<file path="config.mk">
export PLATFORM = sky130hd
export DESIGN_NAME = mem_arbiter
export DESIGN_NICKNAME = d
export VERILOG_FILES = /design/src/rtl/mem_arb_pkg.sv /design/src/rtl/mem_arb_rr_arb2.sv /design/src/rtl/mem_arbiter.sv
export SDC_FILE = /design/constraint.sdc
export NUM_CORES = 1
export LEC_CHECK = 0
export CELL_PAD_IN_SITES_DETAIL_PLACEMENT = 0
export CELL_PAD_IN_SITES_GLOBAL_PLACEMENT = 1
export CORE_MARGIN = 5
export CORE_UTILIZATION = 11
export DETAILED_ROUTE_END_ITERATION = 8
export PLACE_DENSITY = 0.89
export SYNTH_ARGS = -nofsm -noshare
export SYNTH_HDL_FRONTEND = slang
export SYNTH_SLANG_ARGS = --single-unit
</file>
<file path="constraint.sdc">
create_clock -name CLK -period 1.45 [get_ports CLK]
set_input_delay 0.145 -clock CLK [delete_from_list [all_inputs] [get_ports CLK]]
set_output_delay 0.145 -clock CLK [all_outputs]
set_load 0.01 [all_outputs]
</file>
<file path="src/rtl/mem_arb_pkg.sv">
// Shared constants and helpers for the instruction/data memory arbiter.
package mem_arb_pkg;

   localparam int   MEM_AW = 10;
   localparam int   MEM_DW = 32;
   localparam logic OWN_I  = 1'b0;
   localparam logic OWN_D  = 1'b1;

   // Each byte enable covers eight bit write enables of the memory macro.
   function automatic logic [MEM_DW-1:0] be2bwen(input logic [MEM_DW/8-1:0] be);
      logic [MEM_DW-1:0] bw;
      bw = '0;
      for (int k = 0; k < MEM_DW/8; k++) begin
         bw[8*k +: 8] = {8{be[k]}};
      end
      return bw;
   endfunction

endpackage

</file>
<file path="src/rtl/mem_arb_rr_arb2.sv">
// Two-way arbiter: round-robin or fixed D priority when both requesters collide.
module rr_arb2
   import mem_arb_pkg::*;
(
   input  logic clk,
   input  logic rst,
   input  logic rr_en,
   input  logic req_i,
   input  logic req_d,
   output logic gnt_i,
   output logic gnt_d
);

   logic last_q, last_d;
   logic contended;

   assign contended = req_i & req_d;

   always_comb begin
      gnt_i  = 1'b0;
      gnt_d  = 1'b0;
      last_d = last_q;
      if (contended) begin
         // Round-robin hands the slot to whoever lost the previous collision.
         if (!rr_en || last_q == OWN_I) begin
            gnt_d = 1'b1;
         end else begin
            gnt_i = 1'b1;
         end
         last_d = gnt_d ? OWN_D : OWN_I;
      end else begin
         gnt_i = req_i;
         gnt_d = req_d;
      end
   end

   always_ff @(posedge clk) begin
      if (rst) begin
         last_q <= OWN_I;
      end else begin
         last_q <= last_d;
      end
   end

endmodule

</file>
<file path="src/rtl/mem_arbiter.sv">
// Shares one single-port 1024x32 memory between instruction fetch and load/store,
// one access per cycle with the response returned on the following cycle.
module mem_arbiter
   import mem_arb_pkg::*;
#(
   parameter logic [31:0] BASE_ADDR = 32'h0000_0000,
   parameter int          RR_EN     = 1
) (
   input  logic              CLK,
   input  logic              RST,
   input  logic              I_REQ,
   input  logic [31:0]       I_ADDR,
   output logic              I_GNT,
   output logic              I_RVALID,
   output logic [31:0]       I_RDATA,
   output logic              I_ERR,
   input  logic              D_REQ,
   input  logic              D_WE,
   input  logic [3:0]        D_BE,
   input  logic [31:0]       D_ADDR,
   input  logic [31:0]       D_WDATA,
   output logic              D_GNT,
   output logic              D_RVALID,
   output logic [31:0]       D_RDATA,
   output logic              D_ERR,
   output logic              MEM_CEN,
   output logic              MEM_WEN,
   output logic [MEM_DW-1:0] MEM_BWEN,
   output logic [MEM_AW-1:0] MEM_A,
   output logic [MEM_DW-1:0] MEM_D,
   input  logic [MEM_DW-1:0] MEM_Q
);

   localparam logic RR_EN_B = (RR_EN != 0);

   logic        gnt_i, gnt_d, any_gnt;
   logic [31:0] addr;
   logic        addr_err, is_store;
   logic        rsp_valid_q, rsp_valid_d;
   logic        rsp_owner_q, rsp_owner_d;
   logic        rsp_err_q, rsp_err_d;
   logic        rsp_is_load_q, rsp_is_load_d;

   rr_arb2 u_arb (
      .clk   (CLK),
      .rst   (RST),
      .rr_en (RR_EN_B),
      .req_i (I_REQ & ~RST),
      .req_d (D_REQ & ~RST),
      .gnt_i (gnt_i),
      .gnt_d (gnt_d)
   );

   assign I_GNT    = gnt_i;
   assign D_GNT    = gnt_d;
   assign any_gnt  = gnt_i | gnt_d;
   assign addr     = gnt_d ? D_ADDR : I_ADDR;
   assign is_store = gnt_d & D_WE;
   assign addr_err = (addr[1:0] != 2'b00) || (addr[31:12] != BASE_ADDR[31:12]);

   always_comb begin
      MEM_CEN  = 1'b0;
      MEM_WEN  = 1'b1;
      MEM_BWEN = '0;
      MEM_A    = '0;
      MEM_D    = '0;
      // Faulting requests are still granted but never reach the memory.
      if (any_gnt && !addr_err) begin
         MEM_CEN  = 1'b1;
         MEM_WEN  = ~is_store;
         MEM_BWEN = is_store ? be2bwen(D_BE) : '0;
         MEM_A    = addr[11:2];
         MEM_D    = D_WDATA;
      end
   end

   assign rsp_valid_d   = any_gnt;
   assign rsp_owner_d   = gnt_d ? OWN_D : OWN_I;
   assign rsp_err_d     = addr_err;
   assign rsp_is_load_d = ~is_store;

   always_ff @(posedge CLK) begin
      if (RST) begin
         rsp_valid_q <= 1'b0;
      end else begin
         rsp_valid_q <= rsp_valid_d;
      end
      rsp_owner_q   <= rsp_owner_d;
      rsp_err_q     <= rsp_err_d;
      rsp_is_load_q <= rsp_is_load_d;
   end

   // Response stage: MEM_Q is only meaningful to the owner of a good read.
   assign I_RVALID = rsp_valid_q & ~RST & (rsp_owner_q == OWN_I);
   assign D_RVALID = rsp_valid_q & ~RST & (rsp_owner_q == OWN_D);
   assign I_ERR    = I_RVALID & rsp_err_q;
   assign D_ERR    = D_RVALID & rsp_err_q;
   assign I_RDATA  = (I_RVALID && !rsp_err_q && rsp_is_load_q) ? MEM_Q : '0;
   assign D_RDATA  = (D_RVALID && !rsp_err_q && rsp_is_load_q) ? MEM_Q : '0;

endmodule

</file>
==> results of run 1 <==
cells in the mapped netlist (all sizes together):
library cell	number	area, µm²
nor3b	2	15.0
buf	41	302
nand4	6	43.8
nand2	56	210
and4	2	17.5
nor2b	2	12.5
or2	2	12.5
and2	67	419
clkbuf	9	33.8
nor4	10	62.6
a21oi	37	260
a221oi	10	150
nor2	4	15.0
and3b	3	26.3
xor2	1	8.76
dfxtp	5	100
inv	2	7.51
per-stage QoR:
stage	utilization (%)	worst slack (ns)	setup TNS, ns	instance area (µm²)	std cells
global placement	31.6	-1.14	-144.50	4790	711
finish	39.2	-0.565	-44.16	5940	781
detailed placement	31.6	-1.14	-143.97	4790	711
CTS	36.7	-0.661	-56.55	5560	783
floorplan	-	-0.152	-3.31	1740	259
global route	39.2	-0.674	-55.23	5940	781
worst paths after layout:
kind                                                start                   endpoint  slack, ns  cells past startpoint
worst max-delay path            u_arb.last_q$_SDFFE_PP0P_               MEM_BWEN[13]      -0.57                     10
worst min-delay path                                  RST  u_arb.last_q$_SDFFE_PP0P_       0.32                      4
worst max register to register  u_arb.last_q$_SDFFE_PP0P_          rsp_err_q$_DFF_P_      -0.07                      9
worst min register to register  u_arb.last_q$_SDFFE_PP0P_  u_arb.last_q$_SDFFE_PP0P_       0.62                      3
layout make-up:
| class | count | area share [%] |
|---|---|---|
| clock buffers | 4 | 1.33 |
| flip-flops and latches | 5 | 1.75 |
| repair buffers | 380 | 65.1 |
| inverters | 2 | 0.379 |
| well taps | 188 | 3.96 |
| multi-input cells | 202 | 27.5 |
state kept, by name, indices dropped and copies added, names as in the netlist:
name           cells
rsp_is_load_q      1
rsp_owner_q        1
u_arb.last_q       1
rsp_err_q          1
rsp_valid_q        1
critical path, cell delays in order (launching register included):
cell and delay (ns):
dfxtp_2 0.33, nand2_2 0.07, nand2_4 0.07, buf_12 0.13
clkinv_8 0.05, nand4_4 0.16, buf_12 0.20, a21oi_4 0.27
buf_6 0.16, buf_6 0.09, buf_6 0.09
what timing repair did:
item                                    CTS  global route
setup buffers                            58            19
pin swaps                                55            65
endpoints found under the setup margin  147           143
gates cloned                             13             0
resized for setup                       790           152
kinds of logic (layout without fill, tap and decap cells):
kind of cell	Yosys count	count (layout)	synth area share (%)
compound gates	47	47	24.2
xor+xnor	1	1	0.516
simple gates	154	154	49.2
flops	5	5	5.90
buf+inv	52	386	20.2
power by group:
part           internal, mW  switching, mW
Combinational         0.392          0.217
Clock                 0.365         0.0931
Sequential            0.147        0.00544
metal layers:
layer / up-vias / track usage, % / routed length (µm) / part of all wire, %
li1: 1512 / - / - / -
met1: 1428 / 13.0 / 4470 / 33
met2: 192 / 27.1 / 7360 / 55
met3: 6 / 4.01 / 1420 / 11
met4: 0 / 2.71 / 106 / 0.79
met5: - / 0 / 0 / 0
==> summary.md, run 1 <==
| Metric | Value |
|---|---|
| Status | `finished with violations` |
| Failing checks | `setup timing` |
| Syn avg cell area | `6.55 µm²` |
| Setup violators final | `141` |
| Initial DRC count | `71` |
| Nets | `731` |
| WL final | `13,400 µm` |
| Post-synth cell types | `22` |
| Cts hold-fix bufs | `0` |
| Root Buffer | `clkbuf_16` |
| DIE HEIGHT | `134 µm` |
| CTS Buf Count | `3` |
| Synthesized net count | `396` |
| Slew Limit Fails | `0` |
| Sinks on Clock Net | `5` |
| PortBufs | `282` |
| CP Capture Type | `output port` |
| Crit path required time | `1.31 ns` |
| Initial Utilization | `roughly 11%` |
| Post-Syn Instances | `259` |
| Seq/Total Area, Yosys | `5.90%` |
| Area growth, synth to finish | `250%` |
| Hold/Removal Path Class | `in2reg` |
| Worst-skew pair later-pin latency | `~0.23 ns` |
| Io pins | `283` |
| Endpoints failing hold | `0` |
| Kind of critical path | `reg2out` |
| Drt wl/cell | `17.1 µm` |
| RePlAce Congestion | `slightly above 0.7` |
| Synthesized cell area | `~1700 µm²` |
| Initial antenna violation count | `0` |
| Period utilization | `139%` |
| Grt ovf | `0` |
| Router iterations before antenna repair | `6` |
| First-pass GRT wire length | `approximately 19,000 µm` |
| H-tree depth | `1` |
| Final critical-path required period | `2.02 ns` |
| Die Width | `134 µm` |
| Clk_skew | `0.00406 ns` |
| Most frequent cells in the layout | `138 x buf_6, 96 x clkdlybuf4s50_1, 66 x and2_4` |
| Core Footprint | `15,100 µm²` |
| Unrepaired setup endpoints after global routing | `yes` |
| CP max FO | `5` |
| Most common cell after layout, fill and taps aside | `buf_6` |
| Total die area | `18,000 µm²` |
| Flops & latches, synth | `5` |
| Critical Path AT | `between 1.5 and 2 ns` |
| Peak Freq | `496 MHz` |
| Area of the multi-input gates | `about 1600 µm²` |
| Clock Tree Buf Depth | `2` |
| Max-capacitance violation count | `0` |
| Via count | `roughly 3,100` |
| Overall power | `approximately 1.2 mW` |
| DRC viols | `0` |
| Clock-pin slew on the worst setup and hold paths | `approximately 0.04 ns` |
| Register area | `104 µm²` |
| Fillers | `1,520` |
| CTS tree | `yes` |
| Site row count | `45` |
| Leak | `2.74 nW` |
| Final WS setup | `-0.565 ns` |
| Share of layout cells above drive strength 1 | `between 60% and 70%` |
| Largest net degree at the start of global routing | `24` |
| ANT cells | `0` |
| Worst slew pin tran | `0.273 ns` |
| Detail Route Antenna Nets | `0` |
| Vias in the first global route | `3,335` |
| PD cells | `205 nW/µm²` |
| HPWL after DPL | `about 9000 µm` |
| YS warnings | `0` |
| Via/cell ratio | `4.02` |
| Max-slew headroom | `81.8%` |
| Hold WS | `0.315 ns` |
| Peak VDD IR | `roughly 180 µV` |
| Worst Setup Start Kind | `register` |
| Total track usage | `between 10% and 20%` |
Note: power is estimated with default switching activity, not from simulation.
==> inputs of run 2 (changes only) <==
- CTS_CLUSTER_DIAMETER: not set -> 60
==> results of run 2 <==
Final layout, timing and power as in run 1 (identical DEF).
==> inputs of run 3 (changes only) <==
- ABC_CLOCK_PERIOD_IN_PS: not set -> 1450
==> results of run 3 <==
Final layout, timing and power as in run 1 (identical DEF).
==> RTL change 1, RTL diff (settings of run 2) <==
Set the parameter `RR_EN` to 0 (it was 1).
--- a/src/rtl/mem_arbiter.sv
+++ b/src/rtl/mem_arbiter.sv
@@ -5,5 +5,5 @@
 #(
    parameter logic [31:0] BASE_ADDR = 32'h0000_0000,
-   parameter int          RR_EN     = 1
+   parameter int          RR_EN     = 0
 ) (
    input  logic              CLK,
Function: changed (a bounded check fails within 4 cycles, from zero or initial values and one cycle with RST high).
==> RTL change 1 against run 2 <==
The run still ends with negative setup slack left. Critical path type is now in -> out. Hold slack gained 0.25 ns. Sequential cell count shrank 1. Synthesized cell count decreased by 2.3%. Maximum frequency is 9.6% lower. Power decreased by 1.2%. Via count is 1.6% higher. Routed wire length rose by 6.7%. Highest routed layer unchanged. Area after synthesis grew 5.7%. Die area increased by 5.3%. Largest cell class unchanged. Worst setup slack got worse by 0.21 ns. Final area rose by 11%.
==> RTL change 1: results (changes against run 2) <==
metric,value,unit,change
Synth Area in XOR/XNOR,0,%,-0.52 points
initial antenna violation count,1,,+1
largest net degree at the start of global routing,15,,-38%
Synth Flop Type,dfxtp_1,,
most common library cells after synthesis,"and2_1 (67), nand2_1 (56), buf_4 (31)",,
clk slew on worst S/H paths,0.03,ns,
crit path DAT,2.08,ns,+0.21 ns
Final WS setup,-0.779,ns,-0.213 ns
nets@finish,754,,+3.1%
first-pass GRT wire length,18900,um,+2.1%
I/O Buffers,282,,unchanged
Vias/cell,3.83,,-4.7%
Compound-Gate Fraction of Synth Area,16.1,%,-8.1 points
Critical path origin,D_ADDR[29],,
Worst path max stage delay,0.42,ns,+0.09 ns
post-DP HPWL,9640,um,+7.7%
Synth cell types,27,,+23%
DR WL met2,7860,um,+6.8%
Syn. warnings,0,,unchanged
multiplexer share of the synthesized area,0,%,unchanged
crit path capture,MEM_BWEN[13],,
final setup violation count,141,,unchanged
CP max FO,5,,unchanged
placed inst area,0.00529,sq mm,+11%
failing checks,negative setup slack,,
Total GRT Usage,13.2,%,-0.090 points
Pint,0.881,mW,-2.5%
Max Root-Sink Buffers,2,,unchanged
status,"finished, violations left",,
Starting DRT DRC Count,43,,-39%
"top cells by area, synth","and2_1 (23%), a2111oi_4 (15%), buf_4 (13%)",,
worst IR drop on VDD,0.313,mV,+77%
sequential element share of the synthesized area,4.47,%,-1.4 points
TritonCTS Buffers,3,,unchanged
LEAKAGE,3.24,nW,+18%
DR top layer,met4,,
Hold Crit Class,in -> reg,,
syn nets,390,,-1.5%
asr flop ratio synth,0,%,unchanged
share of cells above drive strength 1,66.5,%,+1.2 points
vias in the first global route,3295,,-1.2%
Post-Synth Adder-Cell Area,0,%,unchanged
Filler cells,1561,,+2.7%
max_slew headroom,76.2,%,-5.6 points
CP max-delay cell,clkdlybuf4s50_1,,
met3 WL,1350,um,-4.8%
root buf cell,clkbuf_16,,
routed wire length,14300,um,+6.7%
1st-pass router iterations,4,,-2
CP Class,in -> out,,
gp weighted congestion,0.773,,+9.1%
Hold Slack,0.564,ns,+0.249 ns
CTS H-Tree Depth,1,,unchanged
met1 WL,4910,um,+9.7%
RTL change 1: cell count changes after synthesis, moves of 3 or more:
cell / delta
a2111oi_4: +10
a21oi_1: -17
a21oi_2: -20
a221oi_2: -10
buf_2: -5
clkbuf_1: +4
nand4_1: -5
nor2_1: -3
nor3_1: +17
nor3_2: +20
RTL change 1: timing repair:
item | 4_1_cts | 5_1_grt
hold buffers | 0 | 0
pin swaps | 49 | 60
buffers inserted | 61 | 25
cloned | 10 | 1
resized for setup | 731 | 188
endpoints found under the setup margin | 147 | 143
RTL change 1: worst min path at each step:
stage                             end  depth (start not counted)  start
4_1_cts           rsp_owner_q$_DFF_P_                          5    RST
6_report       rsp_valid_q$_SDFF_PP0_                          5    RST
3_5_place_dp    rsp_is_load_q$_DFF_P_                          5   D_WE
5_1_grt        rsp_valid_q$_SDFF_PP0_                          5    RST
3_3_place_gp    rsp_is_load_q$_DFF_P_                          5   D_WE
2_1_floorplan                I_RVALID                          1    RST
RTL change 1: critical path, delay by kind of cell:
kind | cells | cell delay [ns]
buffers and inverters | 7 | 1.17
AO/OA/AOI/OAI | 1 | 0.07
AND/OR/NAND/NOR | 3 | 0.68
RTL change 1: cell type report:
cell class,instances,area [sq um],area share (%)
inverter,3,16.3,0.247
multi-input combinational,196,1940,29.5
clock buffer,3,75.1,1.14
sequential,4,82.6,1.26
timing repair buffer,409,4190,63.7
antenna,1,2.50,0.0381
tap,216,270,4.11
RTL change 1: layer usage:
metal  track usage, %  up-vias
met3             3.76       12
met1             14.1     1469
met2             25.8      148
met5                0        -
met4             1.88        0
li1                 -     1558
RTL change 1: through the flow:
| step | setup slack, ns | std cells | setup TNS [ns] |
|---|---|---|---|
| 3_3_place_gp | -1.35 | 748 | -147.64 |
| 4_1_cts | -0.825 | 822 | -66.82 |
| 3_5_place_dp | -1.38 | 748 | -149.00 |
| 2_1_floorplan | -0.449 | 253 | -20.12 |
| 6_report | -0.779 | 832 | -54.64 |
| 5_1_grt | -0.871 | 831 | -64.81 |
RTL change 1: power groups by stage:
stage	sequential (mW)	clock, mW	combinational (mW)
after floorplan	0.118	0	0.134
after global placement	0.119	0	0.624
after detailed placement	0.119	0	0.628
after CTS	0.119	0.433	0.647
after global routing	0.119	0.445	0.702
final	0.119	0.427	0.658
RTL change 1: kinds of logic after synthesis:
group	count (synthesis)
flops	4
buf+inv	53
simple gates	184
compound gates	12
==> RTL change 2, RTL diff (flow settings as in run 2) <==
Without the edit above. Register the outputs `I_ERR` and `D_ERR`; this adds one clock of latency there. The other outputs are not delayed to match.
--- a/src/rtl/mem_arbiter.sv
+++ b/src/rtl/mem_arbiter.sv
@@ -94,6 +94,8 @@
    assign I_RVALID = rsp_valid_q & ~RST & (rsp_owner_q == OWN_I);
    assign D_RVALID = rsp_valid_q & ~RST & (rsp_owner_q == OWN_D);
-   assign I_ERR    = I_RVALID & rsp_err_q;
-   assign D_ERR    = D_RVALID & rsp_err_q;
+   always_ff @(posedge CLK) begin
+      I_ERR <= I_RVALID & rsp_err_q;
+      D_ERR <= D_RVALID & rsp_err_q;
+   end
    assign I_RDATA  = (I_RVALID && !rsp_err_q && rsp_is_load_q) ? MEM_Q : '0;
    assign D_RDATA  = (D_RVALID && !rsp_err_q && rsp_is_load_q) ? MEM_Q : '0;
Check against the original RTL: not equivalent (a bounded check fails within 4 cycles, from zero or initial values and one cycle with RST high).
==> RTL change 2 against run 2 <==
The run still ends with negative setup slack left. Via count rose by 0.38%. Count of clock-buffer cells in the layout did not move. Utilization fell by 2.1 points. Area after synthesis rose by 2.4%. Non-clock buffer count rose by 2. Sequential power rose by 38%. Critical path depth fell by 1. Power rose by 5.5%. Routed wire length fell by 0.82%. Final area fell by 1.8%. Sequential cell count rose by 2. Synthesized cell count rose by 0.77%. Worst setup slack improved by 0.11 ns. Largest cell class unchanged.
==> RTL change 2: results (changes against run 2) <==
metric,value,unit,change
Max Root-Sink Buffers,2,,unchanged
share of cells above drive strength 1,63.5,%,-1.8 points
post-DR wirelength/cell,16.3,um,-4.7%
status,"finished, violations left",,
Hold Crit Class,in -> reg,,
Synth Area in XOR/XNOR,0.504,%,-0.012 points
sequential element share of the synthesized area,8.07,%,+2.2 points
multiplexer share of the synthesized area,0,%,unchanged
gp weighted congestion,0.743,,+4.9%
Starting DRT DRC Count,55,,-23%
CP max FO,7,,+2
Hold Crit Depth,3,,-1
TritonCTS Buffers,3,,unchanged
Placement Setup Slack,-1.13,ns,+0.0118 ns
setup TNS,-39.26,ns,+4.91 ns
Final WS setup,-0.454,ns,+0.112 ns
Compound-Gate Fraction of Synth Area,23.6,%,-0.56 points
slew of the pin with the lowest slew margin,0.314,ns,+0.0406 ns
crit path DAT,1.76,ns,-0.11 ns
post-DP HPWL,9010,um,+0.65%
LEAKAGE,2.69,nW,-2.0%
placed inst area,0.00488,sq mm,+1.8%
vias in the first global route,3128,,-6.2%
Placed Cells,746,,+4.9%
Post-Syn Instances,261,,+0.77%
Total GRT Usage,12.0,%,-1.2 points
largest net degree at the start of global routing,33,,+38%
asr flop ratio synth,0,%,unchanged
nets@finish,735,,+0.55%
Worst Clk Skew,0.00205,ns,-0.00200 ns
ANT cells,0,,unchanged
Finished Core Util,37.1,%,-2.1 points
Post-CTS Resized,654,,-17%
worst IR drop on VDD,0.254,mV,+44%
FF-to-FF path depth,8,,-1
failing checks,negative setup slack,,
"top cells by area, synth","and2_1 (24%), buf_4 (13%), nand2_1 (12%)",,
Filler cells,1583,,+4.1%
1st-pass router iterations,4,,-2
first-pass GRT wire length,17100,um,-7.9%
Switching Share,26.8,%,+0.91 points
routed wire length,13200,um,-0.82%
vias,3150,,+0.38%
initial antenna violation count,0,,unchanged
post-CTS setup buffer count,43,,-26%
syn nets,398,,+0.51%
I/O Buffers,282,,unchanged
final setup violation count,140,,-0.71%
## RTL change 2: kinds of logic (layout without fill, tap and decap cells)
kind of cell / after synthesis / count (layout)
AO/OA/AOI/OAI: 47 / 47
XOR/XNOR: 1 / 1
buffers and inverters: 52 / 388
AND/OR/NAND/NOR: 154 / 154
flip-flops: 7 / 7
## RTL change 2: final cells by class
class | count | share of cell area, %
Clock buffer | 4 | 1.35
Inverter | 2 | 0.214
Multi-Input combinational cell | 202 | 27.5
Sequential cell | 7 | 2.44
Tap cell | 216 | 4.63
Timing Repair Buffer | 382 | 63.9
## RTL change 2: final timing paths
path	startpoint	endpoint	slack, ns
max	u_arb.last_q$_SDFFE_PP0P_	MEM_BWEN[6]	-0.45
min	RST	u_arb.last_q$_SDFFE_PP0P_	0.36
max reg2reg	u_arb.last_q$_SDFFE_PP0P_	rsp_err_q$_DFF_P_	0.07
min reg2reg	rsp_err_q$_DFF_P_	D_ERR$_DFF_P_	0.58
## RTL change 2: per-layer routing
layer | track usage, % | routed length [um] | vias to the layer above | share of wire (%)
li1 | - | - | 1527 | -
met1 | 11.3 | 4400 | 1410 | 33
met2 | 25.2 | 7350 | 205 | 56
met3 | 3.86 | 1370 | 8 | 10
met4 | 2.07 | 125 | 0 | 0.94
met5 | 0 | 0 | - | 0
## RTL change 2: power by group through the flow
stage	Combinational, mW	Clock, mW	Sequential, mW
after floorplan	0.106	0	0.211
after global placement	0.579	0	0.209
after detailed placement	0.584	0	0.210
after CTS	0.573	0.509	0.208
after global routing	0.630	0.525	0.210
final	0.587	0.490	0.209
## RTL change 2: critical path, stage by stage (launching register included)
cell and delay, ns:
dfxtp_2 0.32, nand2_2 0.07, nand2_4 0.08, inv_4 0.08
nand4_4 0.13, buf_12 0.17, buf_16 0.14, a21oi_4 0.28
buf_6 0.15, buf_6 0.09
